[src/rtl/init_bus_frontend_pkg.sv]
// init_bus_frontend_pkg: shared FSM states, widths, arbiter and target encodings.
// With FRONTEND_SPLIT_EN defined the initiator FSM gains the SPLIT_WAIT state.
package init_bus_frontend_pkg;
    localparam int ADDR_W = 16;
    localparam int DATA_W = 8;
    typedef enum logic [2:0] {
        S_IDLE,
        S_ADDR,
        S_DATA,
        S_WAIT_RESP,
        S_RECV
`ifdef FRONTEND_SPLIT_EN
        , S_SPLIT_WAIT
`endif
    } init_state_e;
    localparam logic [1:0] SEL_IDLE  = 2'b00;
    localparam logic [1:0] SEL_I1    = 2'b01;
    localparam logic [1:0] SEL_I2    = 2'b10;
    localparam logic [1:0] SEL_SPLIT = 2'b11;
    localparam logic [1:0] TGT1_PFX  = 2'b00;
    localparam logic [1:0] TGT2_PFX  = 2'b01;
    localparam logic [1:0] TGT3_PFX  = 2'b10;
endpackage

[src/rtl/init_bus_frontend_bit_deserializer.sv]
// bit_deserializer: MSB-first shift register; the full word is held in data_o
// and done_o pulses for one cycle after the N-th accepted bit.
module bit_deserializer #(
    parameter int N = 8
) (
    input  logic         clk,
    input  logic         rst_n,
    input  logic         bit_i,
    input  logic         valid_i,
    output logic [N-1:0] data_o,
    output logic         done_o
);
    localparam int CW = $clog2(N);
    logic [CW-1:0] cnt_q;
    logic [N-2:0]  shift_q;
    logic [N-1:0]  data_q;
    logic          done_q;
    logic          last;
    logic [N-1:0]  word;
    assign last   = valid_i && cnt_q == CW'(N - 1);
    assign word   = {shift_q, bit_i};
    assign data_o = data_q;
    assign done_o = done_q;
    always_ff @(posedge clk or negedge rst_n) begin
        if (!rst_n) begin
            cnt_q   <= '0;
            shift_q <= '0;
            data_q  <= '0;
            done_q  <= 1'b0;
        end else begin
            cnt_q   <= last ? '0 : cnt_q + CW'(valid_i);
            shift_q <= valid_i ? word[N-2:0] : shift_q;
            data_q  <= last ? word : data_q;
            done_q  <= last;
        end
    end
endmodule

[src/rtl/init_bus_frontend.sv]
// init_bus_frontend: initiator port, fixed-priority arbiter and address decoder.
// FRONTEND_SPLIT_EN enables split responses, the split grant and the decoder hold.
module init_bus_frontend
    import init_bus_frontend_pkg::*;
(
    input  logic        clk,
    input  logic        rst_n,
    input  logic        init_req,
    input  logic [15:0] init_addr_out,
    input  logic        init_addr_out_valid,
    input  logic [7:0]  init_data_out,
    input  logic        init_data_out_valid,
    input  logic        init_rw,
    input  logic        init_ready,
    input  logic        target_split,
    input  logic        target_ack,
    input  logic        bus_data_in,
    input  logic        bus_data_in_valid,
    input  logic        req_i_2,
    input  logic        req_split,
    input  logic        split,
    output logic        bus_data_out,
    output logic        bus_data_out_valid,
    output logic        bus_mode,
    output logic        init_grant,
    output logic [7:0]  init_data_in,
    output logic        init_data_in_valid,
    output logic        init_ack,
    output logic        init_split_ack,
    output logic        bus_init_ready,
    output logic        bus_init_rw,
    output logic        grant_i_2,
    output logic        grant_split,
    output logic [1:0]  arb_sel,
    output logic        target_1_valid,
    output logic        target_2_valid,
    output logic        target_3_valid,
    output logic [1:0]  dec_sel
);
    init_state_e       state_q, state_d;
    logic [3:0]        cnt_q, cnt_d;
    logic [ADDR_W-1:0] addr_q, dec_word;
    logic [DATA_W-1:0] data_q;
    logic [1:0]        owner_q, owner_d;
    logic rw_q, ack_q, split_ack_q, ready_q, hold_q;
    logic busy, last_bit, keep, req_i_1, grant_i_1;
    logic in_split_wait, req_split_en, split_hold, go_split;
    logic dec_accept, dec_done, dec_on, rx_accept;
    logic unused_word;
`ifdef FRONTEND_SPLIT_EN
    assign in_split_wait = state_q == S_SPLIT_WAIT;
    assign req_split_en  = req_split;
    assign split_hold    = split;
    assign go_split      = state_q == S_WAIT_RESP && target_split && !bus_data_in_valid;
`else
    logic unused_split;
    assign unused_split  = ^{target_split, req_split, split};
    assign in_split_wait = 1'b0;
    assign req_split_en  = 1'b0;
    assign split_hold    = 1'b0;
    assign go_split      = 1'b0;
`endif
    assign busy     = state_q == S_ADDR || state_q == S_DATA;
    assign last_bit = (state_q == S_ADDR && cnt_q == 4'(ADDR_W - 1)) ||
                      (state_q == S_DATA && cnt_q == 4'(DATA_W - 1));
    assign cnt_d    = (busy && !last_bit) ? cnt_q + 4'd1 : 4'd0;
    // The request is held through the serial burst so a dropped init_req never truncates it.
    assign req_i_1   = !in_split_wait && (init_req || busy);
    assign grant_i_1 = owner_q == SEL_I1;
    assign keep = (owner_q == SEL_SPLIT && req_split_en) ||
                  (owner_q == SEL_I1 && req_i_1) ||
                  (owner_q == SEL_I2 && req_i_2);
    assign owner_d = keep ? owner_q : req_split_en ? SEL_SPLIT : req_i_1 ? SEL_I1 :
                     req_i_2 ? SEL_I2 : SEL_IDLE;
    always_comb begin
        state_d = state_q;
        case (state_q)
            S_IDLE:      if (grant_i_1 && init_req) state_d = S_ADDR;
            S_ADDR:      if (last_bit) state_d = rw_q ? S_DATA : S_WAIT_RESP;
            S_DATA:      if (last_bit) state_d = S_IDLE;
            S_WAIT_RESP: if (bus_data_in_valid) state_d = S_RECV;
`ifdef FRONTEND_SPLIT_EN
                         else if (target_split) state_d = S_SPLIT_WAIT;
            S_SPLIT_WAIT: if (bus_data_in_valid) state_d = S_RECV;
`endif
            S_RECV:      if (init_data_in_valid) state_d = S_IDLE;
            default:     state_d = S_IDLE;
        endcase
    end
    always_ff @(posedge clk or negedge rst_n) begin
        if (!rst_n) begin
            state_q     <= S_IDLE;
            cnt_q       <= '0;
            owner_q     <= SEL_IDLE;
            addr_q      <= '0;
            data_q      <= '0;
            rw_q        <= 1'b0;
            ack_q       <= 1'b0;
            split_ack_q <= 1'b0;
            ready_q     <= 1'b0;
            hold_q      <= 1'b0;
        end else begin
            state_q     <= state_d;
            cnt_q       <= cnt_d;
            owner_q     <= owner_d;
            addr_q      <= init_addr_out_valid ? init_addr_out : addr_q;
            data_q      <= init_data_out_valid ? init_data_out : data_q;
            rw_q        <= (state_q == S_IDLE && state_d == S_ADDR) ? init_rw : rw_q;
            ack_q       <= target_ack;
            split_ack_q <= go_split;
            ready_q     <= init_ready;
            hold_q      <= dec_accept ? 1'b0 : (dec_done | hold_q);
        end
    end
    assign bus_data_out_valid = busy;
    assign bus_mode           = state_q == S_ADDR;
    assign bus_data_out       = state_q == S_ADDR ? addr_q[4'(ADDR_W - 1) - cnt_q] :
                                state_q == S_DATA ? data_q[3'(DATA_W - 1) - cnt_q[2:0]] : 1'b0;
    assign init_grant     = grant_i_1;
    assign grant_i_2      = owner_q == SEL_I2;
    assign grant_split    = owner_q == SEL_SPLIT;
    assign arb_sel        = owner_q;
    assign init_ack       = ack_q;
    assign init_split_ack = split_ack_q;
    assign bus_init_ready = ready_q;
    assign bus_init_rw    = rw_q;
    assign dec_accept = bus_data_out_valid && bus_mode && !split_hold;
    assign rx_accept  = bus_data_in_valid &&
                        (state_q == S_WAIT_RESP || state_q == S_RECV || in_split_wait);
    bit_deserializer #(.N(ADDR_W)) u_dec (
        .clk     (clk),
        .rst_n   (rst_n),
        .bit_i   (bus_data_out),
        .valid_i (dec_accept),
        .data_o  (dec_word),
        .done_o  (dec_done)
    );
    bit_deserializer #(.N(DATA_W)) u_rx (
        .clk     (clk),
        .rst_n   (rst_n),
        .bit_i   (bus_data_in),
        .valid_i (rx_accept),
        .data_o  (init_data_in),
        .done_o  (init_data_in_valid)
    );
    // Selection stays up from the cycle after the 16th bit until the next address bit.
    assign unused_word    = ^dec_word[ADDR_W-3:0];
    assign dec_on         = dec_done | hold_q;
    assign dec_sel        = dec_word[ADDR_W-1:ADDR_W-2];
    assign target_1_valid = dec_on && dec_sel == TGT1_PFX;
    assign target_2_valid = dec_on && dec_sel == TGT2_PFX;
    assign target_3_valid = dec_on && dec_sel == TGT3_PFX;
endmodule

[config.mk]
export PLATFORM = sky130hd
export DESIGN_NAME = init_bus_frontend
export DESIGN_NICKNAME = d
export VERILOG_FILES = /design/src/rtl/init_bus_frontend_pkg.sv /design/src/rtl/init_bus_frontend_bit_deserializer.sv /design/src/rtl/init_bus_frontend.sv
export SDC_FILE = /design/constraint.sdc
export NUM_CORES = 1
export LEC_CHECK = 0
export BUFFER_PORTS_ARGS = -buffer_cell sky130_fd_sc_hd__buf_4
export CAP_MARGIN = 10
export CELL_PAD_IN_SITES_DETAIL_PLACEMENT = 0
export CELL_PAD_IN_SITES_GLOBAL_PLACEMENT = 1
export CORE_MARGIN = 5
export CORE_UTILIZATION = 40
export DETAILED_ROUTE_END_ITERATION = 10
export PLACE_DENSITY = 0.82
export SLEW_MARGIN = 20
export SYNTH_ARGS = -nofsm -noshare
export SYNTH_HDL_FRONTEND = slang
export SYNTH_SLANG_ARGS = --single-unit
[constraint.sdc]
create_clock -name clk -period 2 [get_ports clk]
set_input_delay 0.4 -clock clk [delete_from_list [all_inputs] [get_ports clk]]
set_output_delay 0.4 -clock clk [all_outputs]
set_load 0.01 [all_outputs]
==> results.py <==
metrics = {
    "run_status": {
        "status": "finished with violations",
        "violations": "negative hold slack, negative setup slack",
    },
    "cts": {
        "clk_pin_slew_ps": 90,
        "cts-hold-fix-buffers": 0,
        "cts_buffer_depth": 2,
        "clock_sinks": 78,
        "cts_max_level": 3,
        "cts_tree": "built",
        "cts_root_buf": "clkbuf_8",
        "numCtsBuffers": 9,
        "clk_latency_ps": 360,
    },
    "logic_synthesis": {
        "yosys_warnings": 0,
        "syn-mean-instance-area_sq_um": 12.9,
        "ys.flop_type": "dfrtp_1",
        "yosys.cell_types.count": 47,
        "synth_nets": 305,
        "synthCells": 262,
        "async_flop_share": 1.00,
        "syn_area_sq_um": 3370,
        "ys_seq_area_frac": 0.579,
        "synth-seq-cells": 78,
        "synth-edff-count": 0,
    },
    "global_route": {
        "grt_pass1_vias": 2283,
        "grt_usage": 0.128,
        "grt_pass1_wl_um": 10300,
        "antenna_found_initial": 0,
        "grt-ovfl-total": 0,
        "grt_max_degree": 38,
    },
    "setup_path": {
        "max_stage_delay_ps": 490,
        "setup.worst_path.start_class": "flop",
        "path_class": "flop to output pin",
        "r2r-start": "state_q[1]",
        "critPathBufInv": 1,
        "cp_top_family": "multiplexers",
        "r2r-end": "u_rx.cnt_q[1]",
        "reg2regPathDepth": 8,
        "path_cells": "mux4_2, or2_1, a32oi_2, o21ai_1, buf_4",
        "critPathRequiredTime_ps": 1600,
        "cp_max_fo": 4,
        "worstPathArrival_ps": 1930,
        "crit_path_end_kind": "output pin",
        "r2r_slack_ps": 160,
        "cpMaxStageDelayCell": "mux4_2",
    },
    "timing": {
        "setup-violations-final": 1,
        "layout_setup_ws_ps": -327,
        "fmax_mhz": 430,
        "rsz0062_at_grt": "yes",
        "min_period_ps": 2330,
        "fin_worst_skew_ps": 10.9,
        "slew_viol_final": 0,
        "fin_hold_ws_ps": -4.05,
        "hold_viol_final": 6,
        "fin_crit_sh": 1.16,
    },
    "layout": {
        "final_cell_mix": "75 x dfrtp_1, 75 x buf_4, 48 x nand2_1",
        "diodes": 0,
        "nNetsFinal": 384,
        "drive_gt1_frac": 0.448,
        "areaGrowthSynthToFinish_pct": 27.1,
    },
    "floorplan": {
        "core_sq_um": 8220,
        "dieArea_sq_um": 10400,
        "design.portCount": 64,
        "rows": 33,
        "start_util": 0.410,
        "die_h_um": 102,
        "die_w_um": 102,
    },
    "power_and_ir_drop": {
        "p_leak_nw": 2.06,
        "ir_drop_uv": 625,
        "fin_total_pwr_mw": 5.03,
        "power.density_nw_per_um2": 1170,
    },
    "routing": {
        "antenna_left": 0,
        "first_pass_iters": 4,
        "vias_per_cell": 4.82,
        "vias": 2176,
        "first_iter_violations": 65,
        "routedWlPerCell_um": 13.7,
        "drc": 0,
        "drt_wl_total_um": 6180,
    },
    "worst_hold_path": {
        "hold_path.class": "primary input to async pin",
    },
    "place": {
        "io_buffers": 59,
        "routabilityCongestion": 0.798,
        "place_hpwl_um": 4410,
    },
    "job": {
        "cap_violations": 0,
    },
}
==> kinds of logic (layout without fill, tap and decap cells) <==
| logic type | after synthesis | count (layout) | synth area share |
|---|---|---|---|
| compound gates | 13 | 13 | 0.0305 |
| xor+xnor | 5 | 5 | 0.0130 |
| fa+ha+maj | 5 | 5 | 0.0186 |
| buf+inv | 17 | 101 | 0.0290 |
| flops | 78 | 78 | 0.579 |
| mux | 52 | 52 | 0.193 |
| other cells | 1 | 1 | 0.00111 |
| simple gates | 91 | 91 | 0.136 |
==> worst max path at each step <==
| stage | start | to | slack, ps | depth (start not counted) |
|---|---|---|---|---|
| finish | cnt_q[0] | bus_data_out | -330 | 5 |
| global route | cnt_q[0] | bus_data_out | -420 | 5 |
| CTS | cnt_q[0] | bus_data_out | -370 | 5 |
| global placement | cnt_q[0] | bus_data_out | -130 | 5 |
| detailed placement | cnt_q[0] | bus_data_out | -100 | 5 |
| floorplan | cnt_q[0] | bus_data_out | 60 | 5 |
==> per-stage QoR <==
stage | std cells | area, sq um | utilization | setup slack (ps) | setup TNS (ps)
after floorplan | 262 | 3370 | - | 64.5 | 0
final | 451 | 4280 | 0.521 | -327 | -327
after detailed placement | 428 | 3980 | 0.484 | -96.2 | -96.2
after global routing | 451 | 4280 | 0.521 | -423 | -456
after global placement | 428 | 3980 | 0.484 | -129 | -129
after CTS | 447 | 4220 | 0.514 | -366 | -366
==> Yosys cell counts (2+ instances only) <==
master    instances  share of area
dfrtp_1          78           0.58
xnor2_1           3         0.0078
mux2_4            7          0.031
mux2i_1           6          0.018
ha_1              5          0.019
mux4_2            4          0.027
nor3b_1           2         0.0045
and2_1            4         0.0074
nand3_1           3         0.0045
nand2_1          49          0.055
a21oi_1           4         0.0059
nor2_1           10          0.011
clkbuf_1          4         0.0045
nor2b_1           6          0.011
nand3b_1          2         0.0045
inv_1             4         0.0045
or2_1             2         0.0037
buf_4             4         0.0089
nand4_1           2         0.0037
buf_6             2         0.0067
xor2_1            2         0.0052
mux2_1            2         0.0067
mux2_2           33           0.11
==> flip-flops by register name (all words and copies together) (netlist names) <==
name,flops
u_dec.cnt_q,4
init_ack,1
u_rx.data_o,8
u_dec.done_o,1
state_q,3
u_dec.shift_q,15
addr_q,16
bus_init_rw,1
u_rx.done_o,1
u_rx.shift_q,7
bus_init_ready,1
arb_sel,2
cnt_q,4
u_dec.data_o,2
data_q,8
hold_q,1
u_rx.cnt_q,3
==> power by group <==
part | switching (mW) | internal (mW)
Combinational | 0.815 | 0.907
Sequential | 0.250 | 1.94
Clock | 0.641 | 0.476
Total | 1.71 | 3.32
==> worst reg2reg max path: stages (launching register included) <==
cell	delay (ps)
dfrtp_1	410
buf_4	140
buf_4	160
and3b_2	230
o21ai_4	160
inv_1	70
ha_2	180
ha_1	260
and2_1	130
==> what timing repair did <==
| item | CTS | global route |
|---|---|---|
| setup buffers | 3 | 5 |
| endpoints found under the hold margin | 0 | 0 |
| resized for setup | 9 | 10 |
| cloned | 0 | 0 |
| endpoints found under the setup margin | 3 | 12 |
| pin swaps | 1 | 2 |
==> layer usage <==
layer	vias up	wire, um	share of wire	GRT usage
met1	1071	2760	0.45	0.163
met2	45	3040	0.49	0.202
met5	-	0	0	0
li1	1051	-	-	-
met4	0	108	0.017	0.0521
met3	9	267	0.043	0.0399
==> cell type report <==
type	instances	area [sq um]
timing repair buffer	79	626
clock buffer	9	124
tap	105	131
fill	722	3940
multi-input combinational	167	1350
sequential	78	1960
inverter	6	35.0
clock inverter	7	62.6
Note: power is estimated with default switching activity, not from simulation.
